## src/rtl/id_stage_pipelined_if.sv

```systemverilog
// ID/EX boundary bundle: everything the decode stage hands to EXE, all registered.
// The stage drives it through the master modport; EXE reads it through the slave modport.
interface id_stage_pipelined_if #(
   parameter int unsigned WORD_WIDTH   = 32,
   parameter int unsigned REG_ADDR_LEN = 4
);
   logic [WORD_WIDTH-1:0]   pc_out;
   logic [WORD_WIDTH-1:0]   val_rn;
   logic [WORD_WIDTH-1:0]   val_rm;
   logic [23:0]             imm24;
   logic [11:0]             shift_operand;
   logic [REG_ADDR_LEN-1:0] dest;
   logic [REG_ADDR_LEN-1:0] src1;
   logic [REG_ADDR_LEN-1:0] src2;
   logic [3:0]              exe_cmd;
   logic                    mem_read;
   logic                    mem_write;
   logic                    wb_en_out;
   logic                    imm;
   logic                    b;
   logic                    s_out;
   logic                    valid;

   modport master (
      output pc_out, val_rn, val_rm, imm24, shift_operand, dest, src1, src2,
             exe_cmd, mem_read, mem_write, wb_en_out, imm, b, s_out, valid
   );

   modport slave (
      input  pc_out, val_rn, val_rm, imm24, shift_operand, dest, src1, src2,
             exe_cmd, mem_read, mem_write, wb_en_out, imm, b, s_out, valid
   );
endinterface

```

## src/rtl/id_stage_pipelined.sv

```systemverilog
// ARM-subset decode stage: register file, control decode, condition check,
// RAW hazard detection and the ID/EX register behind one registered boundary.
module id_stage_pipelined #(
   parameter int unsigned WORD_WIDTH   = 32,
   parameter int unsigned REG_COUNT    = 16,
   parameter int unsigned REG_ADDR_LEN = 4,
   parameter bit          WB_BYPASS    = 1'b1
) (
   input  logic                    clk,
   input  logic                    rst,
   input  logic                    hold,
   input  logic                    flush,
   input  logic [WORD_WIDTH-1:0]   pc_in,
   input  logic [WORD_WIDTH-1:0]   instr_in,
   input  logic [3:0]              status_reg,
   input  logic                    wb_en,
   input  logic [REG_ADDR_LEN-1:0] wb_dest,
   input  logic [WORD_WIDTH-1:0]   wb_value,
   input  logic                    exe_wb_en,
   input  logic                    mem_wb_en,
   input  logic [REG_ADDR_LEN-1:0] exe_dest,
   input  logic [REG_ADDR_LEN-1:0] mem_dest,
   output logic                    hazard,
   id_stage_pipelined_if.master    id_ex
);
   localparam int unsigned RF_DEPTH = 1 << REG_ADDR_LEN;

   logic [WORD_WIDTH-1:0]   rf [RF_DEPTH];
   logic                    wr_ok;
   logic [1:0]              mode;
   logic [3:0]              opcode, cond;
   logic                    s_bit;
   logic [3:0]              exe_cmd_d;
   logic                    mem_read_d, mem_write_d, wb_d, imm_d, b_d, s_d;
   logic [REG_ADDR_LEN-1:0] src1, src2;
   logic [WORD_WIDTH-1:0]   val_rn_d, val_rm_d;
   logic                    use_src1, use_src2, hazard_raw, cond_pass;
   logic                    n_f, z_f, c_f, v_f;

   assign mode   = instr_in[27:26];
   assign opcode = instr_in[24:21];
   assign s_bit  = instr_in[20];
   assign cond   = instr_in[31:28];
   assign {n_f, z_f, c_f, v_f} = status_reg;

   // Indices at or above REG_COUNT never reach the array.
   if (REG_COUNT < RF_DEPTH) begin : g_partial_map
      assign wr_ok = (wb_dest < REG_ADDR_LEN'(REG_COUNT));
   end else begin : g_full_map
      assign wr_ok = 1'b1;
   end

   always_ff @(posedge clk) begin
      if (rst) begin
         for (int unsigned i = 0; i < RF_DEPTH; i++) rf[i] <= WORD_WIDTH'(i);
      end else if (wb_en && wr_ok) begin
         rf[wb_dest] <= wb_value;
      end
   end

   always_comb begin
      exe_cmd_d   = '0;
      mem_read_d  = 1'b0;
      mem_write_d = 1'b0;
      wb_d        = 1'b0;
      imm_d       = 1'b0;
      b_d         = 1'b0;
      s_d         = 1'b0;
      case (mode)
         2'b00: begin
            imm_d = instr_in[25];
            s_d   = s_bit;
            wb_d  = 1'b1;
            case (opcode)
               4'b1101: exe_cmd_d = 4'b0001;
               4'b1111: exe_cmd_d = 4'b1001;
               4'b0100: exe_cmd_d = 4'b0010;
               4'b0101: exe_cmd_d = 4'b0011;
               4'b0010: exe_cmd_d = 4'b0100;
               4'b0110: exe_cmd_d = 4'b0101;
               4'b0000: exe_cmd_d = 4'b0110;
               4'b1100: exe_cmd_d = 4'b0111;
               4'b0001: exe_cmd_d = 4'b1000;
               4'b1010: begin exe_cmd_d = 4'b0100; wb_d = 1'b0; s_d = 1'b1; end
               4'b1000: begin exe_cmd_d = 4'b0110; wb_d = 1'b0; s_d = 1'b1; end
               default: begin imm_d = 1'b0; s_d = 1'b0; wb_d = 1'b0; end
            endcase
         end
         2'b01: begin
            exe_cmd_d   = 4'b0010;
            imm_d       = instr_in[25];
            mem_read_d  = s_bit;
            wb_d        = s_bit;
            mem_write_d = ~s_bit;
         end
         2'b10:   b_d = 1'b1;
         default: ;
      endcase
   end

   assign src1 = REG_ADDR_LEN'(instr_in[19:16]);
   assign src2 = mem_write_d ? REG_ADDR_LEN'(instr_in[15:12]) : REG_ADDR_LEN'(instr_in[3:0]);

   always_comb begin
      val_rn_d = rf[src1];
      val_rm_d = rf[src2];
      if (WB_BYPASS && wb_en && wb_dest == src1) val_rn_d = wb_value;
      if (WB_BYPASS && wb_en && wb_dest == src2) val_rm_d = wb_value;
   end

   assign use_src1   = ~(b_d || (mode == 2'b00 && (opcode == 4'b1101 || opcode == 4'b1111)));
   assign use_src2   = (mode == 2'b00 && !instr_in[25]) || mem_write_d;
   assign hazard_raw = (use_src1 && ((exe_wb_en && exe_dest == src1) || (mem_wb_en && mem_dest == src1)))
                    || (use_src2 && ((exe_wb_en && exe_dest == src2) || (mem_wb_en && mem_dest == src2)));
   assign hazard     = hazard_raw && !flush;

   always_comb begin
      cond_pass = 1'b0;
      case (cond)
         4'b0000: cond_pass = z_f;
         4'b0001: cond_pass = ~z_f;
         4'b0010: cond_pass = c_f;
         4'b0011: cond_pass = ~c_f;
         4'b0100: cond_pass = n_f;
         4'b0101: cond_pass = ~n_f;
         4'b0110: cond_pass = v_f;
         4'b0111: cond_pass = ~v_f;
         4'b1000: cond_pass = c_f & ~z_f;
         4'b1001: cond_pass = ~c_f | z_f;
         4'b1010: cond_pass = (n_f == v_f);
         4'b1011: cond_pass = (n_f != v_f);
         4'b1100: cond_pass = ~z_f & (n_f == v_f);
         4'b1101: cond_pass = z_f | (n_f != v_f);
         4'b1110: cond_pass = 1'b1;
         default: cond_pass = 1'b0;
      endcase
   end

   // Reset, flush, hazard and failed condition all collapse into the same all-zero bubble.
   always_ff @(posedge clk) begin
      if (rst || (!hold && (flush || hazard_raw || !cond_pass))) begin
         id_ex.pc_out        <= '0;
         id_ex.val_rn        <= '0;
         id_ex.val_rm        <= '0;
         id_ex.imm24         <= '0;
         id_ex.shift_operand <= '0;
         id_ex.dest          <= '0;
         id_ex.src1          <= '0;
         id_ex.src2          <= '0;
         id_ex.exe_cmd       <= '0;
         id_ex.mem_read      <= 1'b0;
         id_ex.mem_write     <= 1'b0;
         id_ex.wb_en_out     <= 1'b0;
         id_ex.imm           <= 1'b0;
         id_ex.b             <= 1'b0;
         id_ex.s_out         <= 1'b0;
         id_ex.valid         <= 1'b0;
      end else if (!hold) begin
         id_ex.pc_out        <= pc_in;
         id_ex.val_rn        <= val_rn_d;
         id_ex.val_rm        <= val_rm_d;
         id_ex.imm24         <= instr_in[23:0];
         id_ex.shift_operand <= instr_in[11:0];
         id_ex.dest          <= REG_ADDR_LEN'(instr_in[15:12]);
         id_ex.src1          <= src1;
         id_ex.src2          <= src2;
         id_ex.exe_cmd       <= exe_cmd_d;
         id_ex.mem_read      <= mem_read_d;
         id_ex.mem_write     <= mem_write_d;
         id_ex.wb_en_out     <= wb_d;
         id_ex.imm           <= imm_d;
         id_ex.b             <= b_d;
         id_ex.s_out         <= s_d;
         id_ex.valid         <= 1'b1;
      end
   end
endmodule

```

## src/flat_wrapper.sv

```systemverilog
// flat-port wrapper written by rule: the top's interface ports become plain ports
module id_stage_pipelined_flat 
#(
   parameter int unsigned WORD_WIDTH   = 32,
   parameter int unsigned REG_COUNT    = 16,
   parameter int unsigned REG_ADDR_LEN = 4,
   parameter bit          WB_BYPASS    = 1'b1
)
  (clk, rst, hold, flush, pc_in, instr_in, status_reg, wb_en, wb_dest, wb_value, exe_wb_en, mem_wb_en, exe_dest, mem_dest, hazard, id_ex_pc_out, id_ex_val_rn, id_ex_val_rm, id_ex_imm24, id_ex_shift_operand, id_ex_dest, id_ex_src1, id_ex_src2, id_ex_exe_cmd, id_ex_mem_read, id_ex_mem_write, id_ex_wb_en_out, id_ex_imm, id_ex_b, id_ex_s_out, id_ex_valid);
  id_stage_pipelined_if #(.WORD_WIDTH(WORD_WIDTH), .REG_ADDR_LEN(REG_ADDR_LEN)) id_ex_i ();
  input  logic clk;
  input  logic rst;
  input  logic hold;
  input  logic flush;
  input  logic [WORD_WIDTH-1:0] pc_in;
  input  logic [WORD_WIDTH-1:0] instr_in;
  input  logic [3:0] status_reg;
  input  logic wb_en;
  input  logic [REG_ADDR_LEN-1:0] wb_dest;
  input  logic [WORD_WIDTH-1:0] wb_value;
  input  logic exe_wb_en;
  input  logic mem_wb_en;
  input  logic [REG_ADDR_LEN-1:0] exe_dest;
  input  logic [REG_ADDR_LEN-1:0] mem_dest;
  output logic hazard;
  output wire logic [$bits(id_ex_i.pc_out)-1:0] id_ex_pc_out;
  output wire logic [$bits(id_ex_i.val_rn)-1:0] id_ex_val_rn;
  output wire logic [$bits(id_ex_i.val_rm)-1:0] id_ex_val_rm;
  output wire logic [$bits(id_ex_i.imm24)-1:0] id_ex_imm24;
  output wire logic [$bits(id_ex_i.shift_operand)-1:0] id_ex_shift_operand;
  output wire logic [$bits(id_ex_i.dest)-1:0] id_ex_dest;
  output wire logic [$bits(id_ex_i.src1)-1:0] id_ex_src1;
  output wire logic [$bits(id_ex_i.src2)-1:0] id_ex_src2;
  output wire logic [$bits(id_ex_i.exe_cmd)-1:0] id_ex_exe_cmd;
  output wire logic [$bits(id_ex_i.mem_read)-1:0] id_ex_mem_read;
  output wire logic [$bits(id_ex_i.mem_write)-1:0] id_ex_mem_write;
  output wire logic [$bits(id_ex_i.wb_en_out)-1:0] id_ex_wb_en_out;
  output wire logic [$bits(id_ex_i.imm)-1:0] id_ex_imm;
  output wire logic [$bits(id_ex_i.b)-1:0] id_ex_b;
  output wire logic [$bits(id_ex_i.s_out)-1:0] id_ex_s_out;
  output wire logic [$bits(id_ex_i.valid)-1:0] id_ex_valid;
  assign id_ex_pc_out = id_ex_i.pc_out;
  assign id_ex_val_rn = id_ex_i.val_rn;
  assign id_ex_val_rm = id_ex_i.val_rm;
  assign id_ex_imm24 = id_ex_i.imm24;
  assign id_ex_shift_operand = id_ex_i.shift_operand;
  assign id_ex_dest = id_ex_i.dest;
  assign id_ex_src1 = id_ex_i.src1;
  assign id_ex_src2 = id_ex_i.src2;
  assign id_ex_exe_cmd = id_ex_i.exe_cmd;
  assign id_ex_mem_read = id_ex_i.mem_read;
  assign id_ex_mem_write = id_ex_i.mem_write;
  assign id_ex_wb_en_out = id_ex_i.wb_en_out;
  assign id_ex_imm = id_ex_i.imm;
  assign id_ex_b = id_ex_i.b;
  assign id_ex_s_out = id_ex_i.s_out;
  assign id_ex_valid = id_ex_i.valid;
  id_stage_pipelined #(.WORD_WIDTH(WORD_WIDTH), .REG_COUNT(REG_COUNT), .REG_ADDR_LEN(REG_ADDR_LEN), .WB_BYPASS(WB_BYPASS)) u_core (.clk(clk), .rst(rst), .hold(hold), .flush(flush), .pc_in(pc_in), .instr_in(instr_in), .status_reg(status_reg), .wb_en(wb_en), .wb_dest(wb_dest), .wb_value(wb_value), .exe_wb_en(exe_wb_en), .mem_wb_en(mem_wb_en), .exe_dest(exe_dest), .mem_dest(mem_dest), .hazard(hazard), .id_ex(id_ex_i));
endmodule
```

## config.mk

```make
export PLATFORM = sky130hd
export DESIGN_NAME = id_stage_pipelined_flat
export DESIGN_NICKNAME = d
export VERILOG_FILES = /design/src/rtl/id_stage_pipelined_if.sv /design/src/rtl/id_stage_pipelined.sv /design/src/flat_wrapper.sv
export SDC_FILE = /design/constraint.sdc
export NUM_CORES = 1
export LEC_CHECK = 0
export CORE_UTILIZATION = 25
export DETAILED_ROUTE_END_ITERATION = 8
export HOLD_SLACK_MARGIN = 0.15
export MAX_ROUTING_LAYER = met4
export PLACE_DENSITY = 0.52
export SYNTH_ARGS = -nofsm -noshare
export SYNTH_HDL_FRONTEND = slang
export SYNTH_SLANG_ARGS = --single-unit
export TNS_END_PERCENT = 10
```

## constraint.sdc

```tcl
create_clock -name clk -period 3.09 [get_ports clk]
set_clock_uncertainty 0.1 [all_clocks]
set_input_delay 0.309 -clock clk [delete_from_list [all_inputs] [get_ports clk]]
set_output_delay 0.309 -clock clk [all_outputs]
set_load 0.03 [all_outputs]
```

# == Word level (Yosys, flattened, before mapping) ==
# Memories as Yosys holds them, arrays and structs flattened. A register that Yosys moved wholly into a read port is not among the register bits.
# Cells that the tools add are included.
# classes
n_eq_ne,32
muxes,21
bitwise,10
n_reduce_logical,34
# op_table
cell,n
$eq 4x4->1 const B,12
$pmux 4 s9,1
$mux 32,1
$reduce_or 32->1,1
$eq 4x3->1 const B,7
$eq 4x4->1,4
$pmux 1 s15,1
$eq 4x2->1 const B,3
$mux 1,12
$reduce_or 11->1,1
$logic_and 1x1->1,10
$logic_or 1x1->1,9
$reduce_or 9->1,1
$eq 4x1->1 const B,2
$logic_not 4->1,2
$mux 4,2
$pmux 4 s2,1
$logic_not 1->1,6
$not 1->1,6
$pmux 1 s2,3
$reduce_or 2->1,3
$and 1x1->1,2
$eq 2x1->1 const B,1
$eq 2x2->1 const B,1
4 further kinds,5
# word_totals
regBits,91
ram_bits,512
input_bits,119
out_inout_bits,156
mem_count,1
# memory_table
name,depth,word_bits,read_ports,rd_ports_with_merged_regs,write_ports,line_no,rtl
u_core.rf,16,32,2,2,16,id_stage_pipelined.sv:28,logic [WORD_WIDTH-1:0] rf [RF_DEPTH];

# == Logic depth before layout (Yosys ltp) ==
# Gate-level depths: netlist (run 1).
# depth
ltp_word,12
mapped_depth,12

# == Worst setup path after synthesis (run 1) ==
# OpenSTA, ideal clock, no wires.
# synth_path
path_type,input-to-reg
startpoint,input instr_in[16]
endpoint,register u_core.id_ex.val_rn[24] (read register of u_core.rf)
setup_ps,147
t_arrival_ps,2479
required_time_ps,2843
setup_slack_ps,364
path_stages,7
n_path_buf,3
path_cell_list,clkbuf_1 > clkbuf_1 > buf_1 > mux4_2 > mux4_2 > nand2_1 > a221oi_1
# synth_between
elab_chain_len,9
word_cells_on_any_way,11
cone_classes,2 x eq/ne; 9 x reduce/logical
# synth_rtl
element,line_no,rtl
from (decl),flat_wrapper.sv:16,input logic [WORD_WIDTH-1:0] instr_in;
$eq 4x4->1,id_stage_pipelined.sv:113,assign hazard_raw = (use_src1 && ((exe_wb_en && exe_dest == src1) || (mem_wb_en && mem_dest == src1)))
$logic_and 1x1->1,id_stage_pipelined.sv:113,
$logic_or 1x1->1,id_stage_pipelined.sv:113,
$logic_and 1x1->1,id_stage_pipelined.sv:113,
$logic_or 1x1->1,id_stage_pipelined.sv:114,|| (use_src2 && ((exe_wb_en && exe_dest == src2) || (mem_wb_en && mem_dest == src2)));
$logic_or 1x1->1 (2 in series),id_stage_pipelined.sv:141,if (rst || (!hold && (flush || hazard_raw || !cond_pass))) begin
$logic_and 1x1->1,id_stage_pipelined.sv:141,
$logic_or 1x1->1,id_stage_pipelined.sv:141,
to (decl),id_stage_pipelined_if.sv:25,"output pc_out, val_rn, val_rm, imm24, shift_operand, dest, src1, src2,"
# Several ways; a longest one is shown, not always the timed one.
# A chain may end at the register's enable or synchronous reset.

# == Worst setup path after layout (run 1) ==
# layout_path
startpoint,input instr_in[20]
endpoint,output hazard
# layout_between
elab_chain_len,9
word_cells_on_any_way,12
cone_classes,2 x eq/ne; 2 x mux; 1 x bitwise; 7 x reduce/logical
# layout_rtl
element,line_no,rtl
$not 1->1 (*),id_stage_pipelined.sv:94,mem_write_d = ~s_bit;
$mux 1 (*),id_stage_pipelined.sv:69,case (mode)
$mux 4,id_stage_pipelined.sv:102,assign src2 = mem_write_d ? REG_ADDR_LEN'(instr_in[15:12]) : REG_ADDR_LEN'(instr_in[3:0]);
$eq 4x4->1,id_stage_pipelined.sv:114,
$logic_and 1x1->1,id_stage_pipelined.sv:114,
$logic_or 1x1->1,id_stage_pipelined.sv:114,
$logic_and 1x1->1 (*),id_stage_pipelined.sv:114,
$logic_or 1x1->1 (*),id_stage_pipelined.sv:114,
$logic_and 1x1->1 (*),id_stage_pipelined.sv:115,assign hazard = hazard_raw && !flush;
to (decl),flat_wrapper.sv:25,output logic hazard;
# Mark *: on every way between the ends. The rest lies on a longest branch, timed or not.

==> qor.yml, run 1 <==
cts:
  ctsRootBufferMaster: "clkbuf_16"
  post_cts_buffers: 0
  path_clk_slew_ps: 60
  clkSinkCount: 647
  clock_insertion_delay_worst_skew_ps: 650
  tritoncts: "yes"
  numCtsBuffers: 76
  ctsLongestPathBuffers: 3
  cts.htree.levels: 3
final_layout:
  finalInstanceArea_um2: 44100
  multi_input_comb_area_um2: 16100
  mostFrequentLayoutCell: "edfxtp_1"
  seqCellArea_um2: 18100
  utilization: 0.312
  layout-drive-gt1-share: 0.194
  synthToLayoutAreaGrowth_pct: 23.8
  filler_cell_count: 14087
  final_nets: 3282
  final_cell_mix: "512 x edfxtp_1, 480 x and2_1, 265 x clkdlybuf4s50_1, 261 x nand2_1, 253 x mux4_2"
  post_layout_nonfiller_instances: 5125
setup_path:
  worstPathRequired_ps: 2680
  crit_slowest_cell: "or3b_4"
  r2r_start: "u_core.rf[12][28]"
  startpoint_class_of_the_critical_path: "input pin"
  end_kind: "output pin"
  path_max_fanout: 4
  reg2reg_setup_slack_ps: 960
  path_cells: "clkdlybuf4s50_1 > or3b_4 > mux2_4 > xnor2_1 > and4b_1 > a211oi_2 > buf_4 > nor2_1 > buf_4"
  critPathMaxStageDelay_ps: 490
  timing.setup.critical_path_class: "in2out"
  most_repeated_library_cell_on_the_critical_path: "buf_4"
  worstPathArrival_ps: 2580
  worstSetupStartpoint: "instr_in[20]"
synth:
  synth-xor-area-share: 0.00664
  postSynthAreaPerCell_um2: 12.1
  number_of_flops_mapped_to_enable_cells_by_yosys: 512
  synth_area_leaders: "edfxtp_1 43%, mux4_2 16%, and2_1 8.4%, dfxtp_1 7.6%, mux2i_1 4.6%"
  netlist_instances: 2943
  synth-adder-area-share: 0
  synth_sequential_area_ratio: 0.508
  synth.ff_latch_count: 647
  yosys.cell_types.count: 60
  synthSimpleGateAreaFrac: 0.169
  synthMuxAreaShare: 0.218
  synth_warnings: 0
  netlist.top_cell.by_area: "edfxtp_1"
  yosysTopAreaCellShare: 0.432
  synth-main-ff-cell: "edfxtp_1"
  synthArstFlopShare: 0
  postSynthNetCount: 3062
  synth_compound_gate_area_share: 0.0542
  syn-cell-area_um2: 35600
  synth_top_family_by_area: "multiplexers"
placed_design:
  placement.setup.worst_slack_ps: -571
  dpl-instance-area_um2: 41400
  place.gp.congestion: 0.839
  placement.io_buffers: 274
  dp_cells: 4965
  place.detailed.hpwl_mm: 84.6
routing:
  detailroute.wirelength.met3_mm: 11.0
  detail_route.vias_per_cell: 5.08
  detail_route.first_pass.iterations: 5
  met1Wirelength_mm: 56.8
  detail_route.drc_violations: 0
  wl_mm: 138
  antenna_viol_nets_final: 0
  wl_met2_mm: 66.1
  dr.max_layer_used: "met4"
  via_total_after_detailed_routing: 26058
  dr.first_iter.drc_count: 2556
  avgRoutedWirePerCell_um: 26.8
floorplan:
  core_box_area_um2: 141000
  start_util: 0.252
  die_h_um: 379
  chipWidth_um: 379
  row_count: 138
  die_area_um2: 144000
  design.portCount: 275
global_routing:
  globalRouteTotalUtil: 0.194
  grt_max_degree: 80
  grt.overflow.total: 0
  first_global_vias: 25792
  antenna_found_initial: 13
  grt_first_pass_wirelength_mm: 194
sta:
  post-route-period-util: 0.966
  timing.final.crit_period_ps: 2980
  final-hold-violation-count: 0
  grt_setup_unrepaired: "false"
  final.setup.tns_ps: 0
  slew-limit-headroom: 0.446
  setup-violations-final: 0
  maximum_clock_rate_mhz: 335
  transition_time_of_the_tightest_slew_check_pin_ps: 828
  final.setup.worst_slack_ps: 106
  slew_viol_final: 0
status:
  outcome: "finished, final reports clean"
power:
  peakVddDrop_mv: 0.404
  power_per_cell_area_nw_per_um2: 527
  power.leakage_nw: 15.4
worst_hold_path:
  min_path_type: "in2reg"
  worst_hold_startpoint: "pc_in[14]"
flow_run:
  drv.max_cap_violation_count: 0
area by class of cell:
cell class | count | area share
Antenna cell | 10 | 0.000568
Clock buffer | 107 | 0.0489
Clock inverter | 33 | 0.00758
Inverter | 67 | 0.00571
Multi-Input combinational cell | 1921 | 0.366
Sequential cell | 647 | 0.410
Tap cell | 1890 | 0.0537
Timing Repair Buffer | 450 | 0.107
sequential cells by signal, indices dropped and copies added, names as in the netlist, 3 cells and up:
register and cells:
u_core.id_ex.dest 3, u_core.id_ex.exe_cmd 4, u_core.id_ex.imm24 7, u_core.id_ex.pc_out 32, u_core.id_ex.shift_operand 11, u_core.id_ex.src1 3, u_core.id_ex.src2 4, u_core.id_ex.val_rm 32
u_core.id_ex.val_rn 32, u_core.rf 512
worst paths after layout:
kind	end	depth (start not counted)
worst max register to register	u_core.id_ex.val_rm[28]	7
worst min register to register	u_core.id_ex.mem_read	2
worst min-delay path	u_core.id_ex.pc_out[14]	3
worst max-delay path	hazard	9
cell usage after synthesis, types with 10 or more instances:
master and n:
and2_1 480, xnor2_1 18, buf_4 35, nand2b_1 10, a21oi_1 146, o21ai_0 36
a2111oi_0 32, clkbuf_1 218, mux4_2 253, nand2_1 263, nand3_1 99, nor2_1 99
inv_1 67, a211oi_1 31, and3_1 34, or2_2 16, nor2b_1 11, buf_2 22
a221oi_1 34, dfxtp_1 135, mux2i_1 162, edfxtp_1 512, mux2_2 37, buf_1 32
nor3_1 72, or3_1 30
through the flow:
step	hold slack, ps	total power, mW
finish	182	23.2
global route	186	24.0
CTS	151	23.4
detailed placement	354	14.2
global placement	337	14.2
floorplan	353	12.5
metal layers:
layer | global-route usage | vias up
li1 | - | 11307
met1 | 0.246 | 13301
met2 | 0.316 | 1242
met3 | 0.0322 | 208
met4 | 0.0599 | 0
met5 | - | -
worst max-delay path: cells and delay by family:
family / cells / cell delay, ps
xor+xnor: 1 / 120
mux: 1 / 330
buf+inv: 3 / 820
compound gates: 1 / 250
simple gates: 3 / 740
where the power goes:
group	internal [mW]	switching, mW
combinational	1.64	2.10
sequential	9.93	0.387
clock	5.31	3.88
repair_timing:
item                       in CTS  in global routing
hold buffers                   10                  0
resized for setup               0                  4
hold endpoints to repair       25                  0
setup endpoints to repair       0                 17
cell families after synthesis:
logic type,Yosys count
AO/OA/AOI/OAI,304
XOR/XNOR,27
buffers and inverters,375
flip-flops,647
multiplexers,453
AND/OR/NAND/NOR,1137
No activity file was read; power rests on OpenSTA's default activity.
==> run 2: changes to the inputs <==
Settings changed: CAP_MARGIN set to 30, SETUP_SLACK_MARGIN set to 0.1.
==> run 2 against run 1 <==
  * Maximum frequency up 3.2%
  * Register-to-register slack got worse by 20 ps
  * Clock-buffer cell count unchanged
  * Combinational power about the same
==> qor.yml, run 2 (synthesis gave the netlist of run 1 again) <==
sta:
  maximum_clock_rate_mhz: 346  # +3.2%
  final.setup.tns_ps: 0  # unchanged
  grt_setup_unrepaired: "false"
  setup-violations-final: 0  # unchanged
  slew_viol_final: 0  # unchanged
  fin_hold_ws_ps: 175  # -7.59 ps
  slew-limit-headroom: 0.458  # +0.0120
  post-route-period-util: 0.935  # -0.0303
  final-hold-violation-count: 0  # unchanged
  transition_time_of_the_tightest_slew_check_pin_ps: 810  # -18.0 ps
  timing.final.crit_period_ps: 2890  # -93.7 ps
global_routing:
  grt.overflow.total: 0  # unchanged
  globalRouteTotalUtil: 0.194  # unchanged
  antenna_found_initial: 13  # unchanged
  first_global_vias: 25792  # unchanged
  grt_first_pass_wirelength_mm: 194  # unchanged
  grt_max_degree: 80  # unchanged
routing:
  antenna_viol_nets_final: 0  # unchanged
  dr.first_iter.drc_count: 2633  # +3.0%
  avgRoutedWirePerCell_um: 26.8  # about the same
  wl_mm: 138  # about the same
  detail_route.first_pass.iterations: 7  # +2
  detail_route.drc_violations: 0  # unchanged
  via_total_after_detailed_routing: 26110  # +0.20%
  detail_route.vias_per_cell: 5.09  # +0.18%
floorplan:
  core_box_area_um2: 141000  # unchanged
  chipWidth_um: 379  # unchanged
  row_count: 138  # unchanged
  design.portCount: 275  # unchanged
  die_area_um2: 144000  # unchanged
  die_h_um: 379  # unchanged
  start_util: 0.252  # unchanged
flow_run:
  drv.max_cap_violation_count: 0  # unchanged
cts:
  clkSinkCount: 647  # unchanged
  tritoncts: "yes"
  path_clk_slew_ps: 60  # about the same
  ctsRootBufferMaster: "clkbuf_16"
  clock_insertion_delay_worst_skew_ps: 650  # about the same
  post_cts_buffers: 0  # unchanged
  cts.htree.levels: 3  # unchanged
  numCtsBuffers: 76  # unchanged
  ctsLongestPathBuffers: 3  # unchanged
placed_design:
  place.detailed.hpwl_mm: 84.6  # unchanged
  place.gp.congestion: 0.839  # unchanged
  dpl-instance-area_um2: 41400  # unchanged
  placement.io_buffers: 274  # unchanged
  dp_cells: 4965  # unchanged
setup_path:
  r2r_start: "u_core.rf[12][28]"
  rr_worst_depth: 7  # unchanged
  worstSetupStartpoint: "instr_in[26]"
  worstPathArrival_ps: 2480  # -100 ps
  worstPathRequired_ps: 2680  # about the same
  worstReg2RegEnd: "u_core.id_ex.val_rm[28]"
  critPathCapture: "hazard"
  path_max_fanout: 4  # unchanged
  timing.setup.critical_path_class: "in2out"
  startpoint_class_of_the_critical_path: "input pin"
  end_kind: "output pin"
  reg2reg_setup_slack_ps: 940  # -20 ps
power:
  power.leakage_nw: 15.4  # +0.15%
  peakVddDrop_mv: 0.403  # -0.17%
  design_power_total_mw: 23.2  # about the same
  power_per_cell_area_nw_per_um2: 527  # about the same
final_layout:
  post_layout_nonfiller_instances: 5126  # +0.020%
  mostFrequentLayoutCell: "edfxtp_1"
  synthToLayoutAreaGrowth_pct: 23.8  # about the same
  final_nets: 3282  # unchanged
  largest_reg_flops: 512  # unchanged
  filler_cell_count: 14080  # -0.050%
  finalInstanceArea_um2: 44100  # about the same
  top_register: "u_core.rf"
  final_cell_mix: "512 x edfxtp_1, 480 x and2_1, 263 x clkdlybuf4s50_1, 261 x nand2_1, 253 x mux4_2"
  layout-drive-gt1-share: 0.194  # +0.000310
status:
  outcome: "finished, final reports clean"
worst_hold_path:
  min_path_type: "in2reg"
[run 2: cell type report]
class	instances	area, µm²	area share
diodes	11	27.5	0.000624
clock buffers	107	2150	0.0488
clock inverters	33	334	0.00758
inverters	67	251	0.00570
multi-input cells	1921	16200	0.366
flip-flops and latches	647	18100	0.410
well taps	1890	2360	0.0536
repair buffers	450	4730	0.107
[run 2: stage by stage]
step	worst slack [ps]	utilization
floorplan	364	-
global placement	-494	0.293
detailed placement	-571	0.293
CTS	96.5	0.311
global route	109	0.312
finish	199	0.312
[run 2: report_power, final]
group	internal [mW]	switching, mW	leakage (nW)
sequential	9.93	0.387	6.01
combinational	1.64	2.10	8.20
clock	5.31	3.87	1.22
[run 2: layer usage]
metal / wire length [µm] / vias to the layer above / GRT usage
li1: - / 11306 / -
met1: 56900 / 13341 / 0.246
met2: 66200 / 1249 / 0.316
met3: 11000 / 214 / 0.0322
met4: 3520 / 0 / 0.0599
met5: 0 / - / -
[run 2: worst max-delay path, stage by stage]
cell	delay (ps)
clkdlybuf4s50_1	470
or3b_4	440
mux2_4	340
xnor2_1	120
and4b_1	210
a211oi_2	210
buf_4	160
nor2_1	40
buf_4	170
[run 2: how the worst min path moves through the flow]
stage,slack (ps),from,end,depth (start not counted)
2_1_floorplan,350,instr_in[11],u_core.id_ex.imm24[11],2
3_3_place_gp,340,u_core.id_ex.valid,u_core.id_ex.valid,2
3_5_place_dp,350,u_core.id_ex.valid,u_core.id_ex.valid,2
4_1_cts,150,pc_in[12],u_core.id_ex.pc_out[12],3
5_1_grt,190,instr_in[5],u_core.id_ex.shift_operand[5],3
6_report,170,instr_in[20],u_core.id_ex.imm24[20],5
[run 2: timing repair]
action | in CTS | in global routing
hold buffers | 10 | 0
setup endpoints to repair | 2 | 16
gates resized for setup | 1 | 8
endpoints found under the hold margin | 25 | 0
pin swaps | 0 | 3
==> run 3: changes to the inputs <==
Settings changed: MAX_ROUTING_LAYER met4 to unset.
==> run 3 against run 2 <==
  * Power is essentially flat
  * Routed wire length is 0.12% higher
  * Critical endpoint unchanged
  * Setup slack better by 6.8 ps
  * Global-route usage is 0.55 points lower
  * Clock-buffer cell count did not move
  * Largest power group unchanged
  * Critical path depth stayed put
  * Register-to-register slack hardly changed
  * Combinational power about the same
  * Cell count about the same
  * First-iteration DRC count grew 2.5%
  * Hold slack better by 8.7 ps
  * Sequential power hardly changed
==> qor.yml, run 3 (synthesis gave the netlist of run 1 again) <==
final_layout:
  finalInstanceArea_um2: 44100  # about the same
  mostFrequentLayoutCell: "edfxtp_1"
  final_cell_mix: "512 x edfxtp_1, 480 x and2_1, 263 x clkdlybuf4s50_1, 261 x nand2_1, 253 x mux4_2"
  post_layout_nonfiller_instances: 5121  # -0.098%
  final_nets: 3282  # unchanged
  top_register: "u_core.rf"
  largest_reg_flops: 512  # unchanged
  synthToLayoutAreaGrowth_pct: 23.8  # about the same
  layout-drive-gt1-share: 0.194  # unchanged
routing:
  via_total_after_detailed_routing: 26016  # -0.36%
  detail_route.drc_violations: 0  # unchanged
  wl_mm: 138  # +0.12%
  detail_route.vias_per_cell: 5.08  # -0.26%
  antenna_viol_nets_final: 0  # unchanged
  avgRoutedWirePerCell_um: 26.9  # +0.21%
  detail_route.first_pass.iterations: 5  # -2
  dr.first_iter.drc_count: 2700  # +2.5%
setup_path:
  path_cells: "clkdlybuf4s50_1 > or3b_4 > mux2_4 > xnor2_1 > and4b_1 > a211oi_2 > buf_4 > nor2_1 > buf_4"
  worstPathRequired_ps: 2680  # about the same
  worst_path_dominant_cell_family: "buffers and inverters"
  most_repeated_library_cell_on_the_critical_path: "buf_4"
  timing.critical_path.depth: 9  # unchanged
  worstPathArrival_ps: 2470  # about the same
  end_kind: "output pin"
  rr_worst_depth: 7  # unchanged
  path_max_fanout: 4  # unchanged
  crit_slowest_cell: "clkdlybuf4s50_1"
  critPathBufInv: 3  # unchanged
  critPathMaxStageDelay_ps: 470  # about the same
  startpoint_class_of_the_critical_path: "input pin"
  timing.setup.critical_path_class: "in2out"
placed_design:
  placement.io_buffers: 274  # unchanged
  place.detailed.hpwl_mm: 84.6  # unchanged
  dp_cells: 4965  # unchanged
  place.gp.congestion: 0.827  # -1.5%
  dpl-instance-area_um2: 41400  # unchanged
worst_hold_path:
  hold-path-cell-count: 3  # -2
  min_path_type: "in2reg"
global_routing:
  grt_max_degree: 80  # unchanged
  antenna_found_initial: 13  # unchanged
  first_global_vias: 25796  # +0.016%
  grt_first_pass_wirelength_mm: 194  # about the same
  globalRouteTotalUtil: 0.188  # -0.00551
  grt.overflow.total: 0  # unchanged
floorplan:
  design.portCount: 275  # unchanged
  core_box_area_um2: 141000  # unchanged
  die_h_um: 379  # unchanged
  chipWidth_um: 379  # unchanged
  row_count: 138  # unchanged
  die_area_um2: 144000  # unchanged
  start_util: 0.252  # unchanged
cts:
  clock_insertion_delay_worst_skew_ps: 650  # about the same
  numCtsBuffers: 76  # unchanged
  cts.htree.levels: 3  # unchanged
  ctsLongestPathBuffers: 3  # unchanged
  path_clk_slew_ps: 60  # about the same
  tritoncts: "yes"
  ctsRootBufferMaster: "clkbuf_16"
  clkSinkCount: 647  # unchanged
  post_cts_buffers: 0  # unchanged
sta:
  slew_viol_final: 0  # unchanged
  final.setup.tns_ps: 0  # unchanged
  timing.final.crit_period_ps: 2880  # -6.82 ps
  grt_setup_unrepaired: "false"
  post-route-period-util: 0.933  # -0.00221
  maximum_clock_rate_mhz: 347  # +0.24%
  final-hold-violation-count: 0  # unchanged
  slew-limit-headroom: 0.453  # -0.00498
  transition_time_of_the_tightest_slew_check_pin_ps: 818  # +7.44 ps
  setup-violations-final: 0  # unchanged
  fin_hold_ws_ps: 183  # +8.69 ps
power:
  power_per_cell_area_nw_per_um2: 527  # about the same
  peakVddDrop_mv: 0.400  # -0.71%
  power.leakage_nw: 15.4  # about the same
flow_run:
  drv.max_cap_violation_count: 0  # unchanged
status:
  outcome: "finished, final reports clean"
==> run 3: cell types whose count changed in the layout (fill, tap and decap cells not counted), sizes merged <==
| cell | change |
|---|---|
| diode | -5 |
==> run 3: path summary, 6_finish.rpt <==
path | slack [ps] | end | start
min reg2reg | 360 | u_core.id_ex.mem_read | u_core.id_ex.mem_read
max reg2reg | 950 | u_core.id_ex.val_rm[28] | u_core.rf[13][28]
min | 180 | u_core.id_ex.pc_out[14] | pc_in[14]
max | 210 | hazard | instr_in[26]
==> run 3: repair_timing <==
| action | CTS | global route |
|---|---|---|
| endpoints found under the setup margin | 2 | 16 |
| endpoints found under the hold margin | 25 | 0 |
| pin swaps | 0 | 3 |
| hold buffers | 10 | 0 |
| resized for setup | 1 | 7 |
==> run 3: cell type report <==
| cell class | instances | area, µm² |
|---|---|---|
| multi-input cells | 1921 | 16200 |
| diodes | 6 | 15.0 |
| clock inverters | 33 | 334 |
| inverters | 67 | 251 |
| fillers | 14083 | 97300 |
| repair buffers | 450 | 4720 |
| flip-flops and latches | 647 | 18100 |
| well taps | 1890 | 2360 |
| clock buffers | 107 | 2150 |
==> run 3: worst reg2reg max path: cells and delay by family, from the launching register on <==
family           cells  cell delay (ps)
AND/OR/NAND/NOR      3              750
multiplexers         1              290
flip-flops           1              420
AO/OA/AOI/OAI        3              460
==> run 3: stage by stage <==
step / power [mW] / util / setup WS, ps
after detailed placement: 14.2 / 0.293 / -571
after CTS: 23.4 / 0.311 / 96.5
after global placement: 14.2 / 0.293 / -494
after floorplan: 12.5 / - / 364
final: 23.2 / 0.312 / 206
after global routing: 24.0 / 0.312 / 109
==> run 3: power breakdown <==
part | switching (mW) | internal, mW
clock network | 3.88 | 5.31
registers | 0.388 | 9.93
logic | 2.10 | 1.64
==> run 3: routing by layer <==
metal	up-vias	track usage	part of all wire
met5	-	0	0.00019
met4	4	0.0605	0.026
met3	214	0.0330	0.077
met2	1236	0.315	0.48
met1	13263	0.246	0.42
li1	11299	-	-
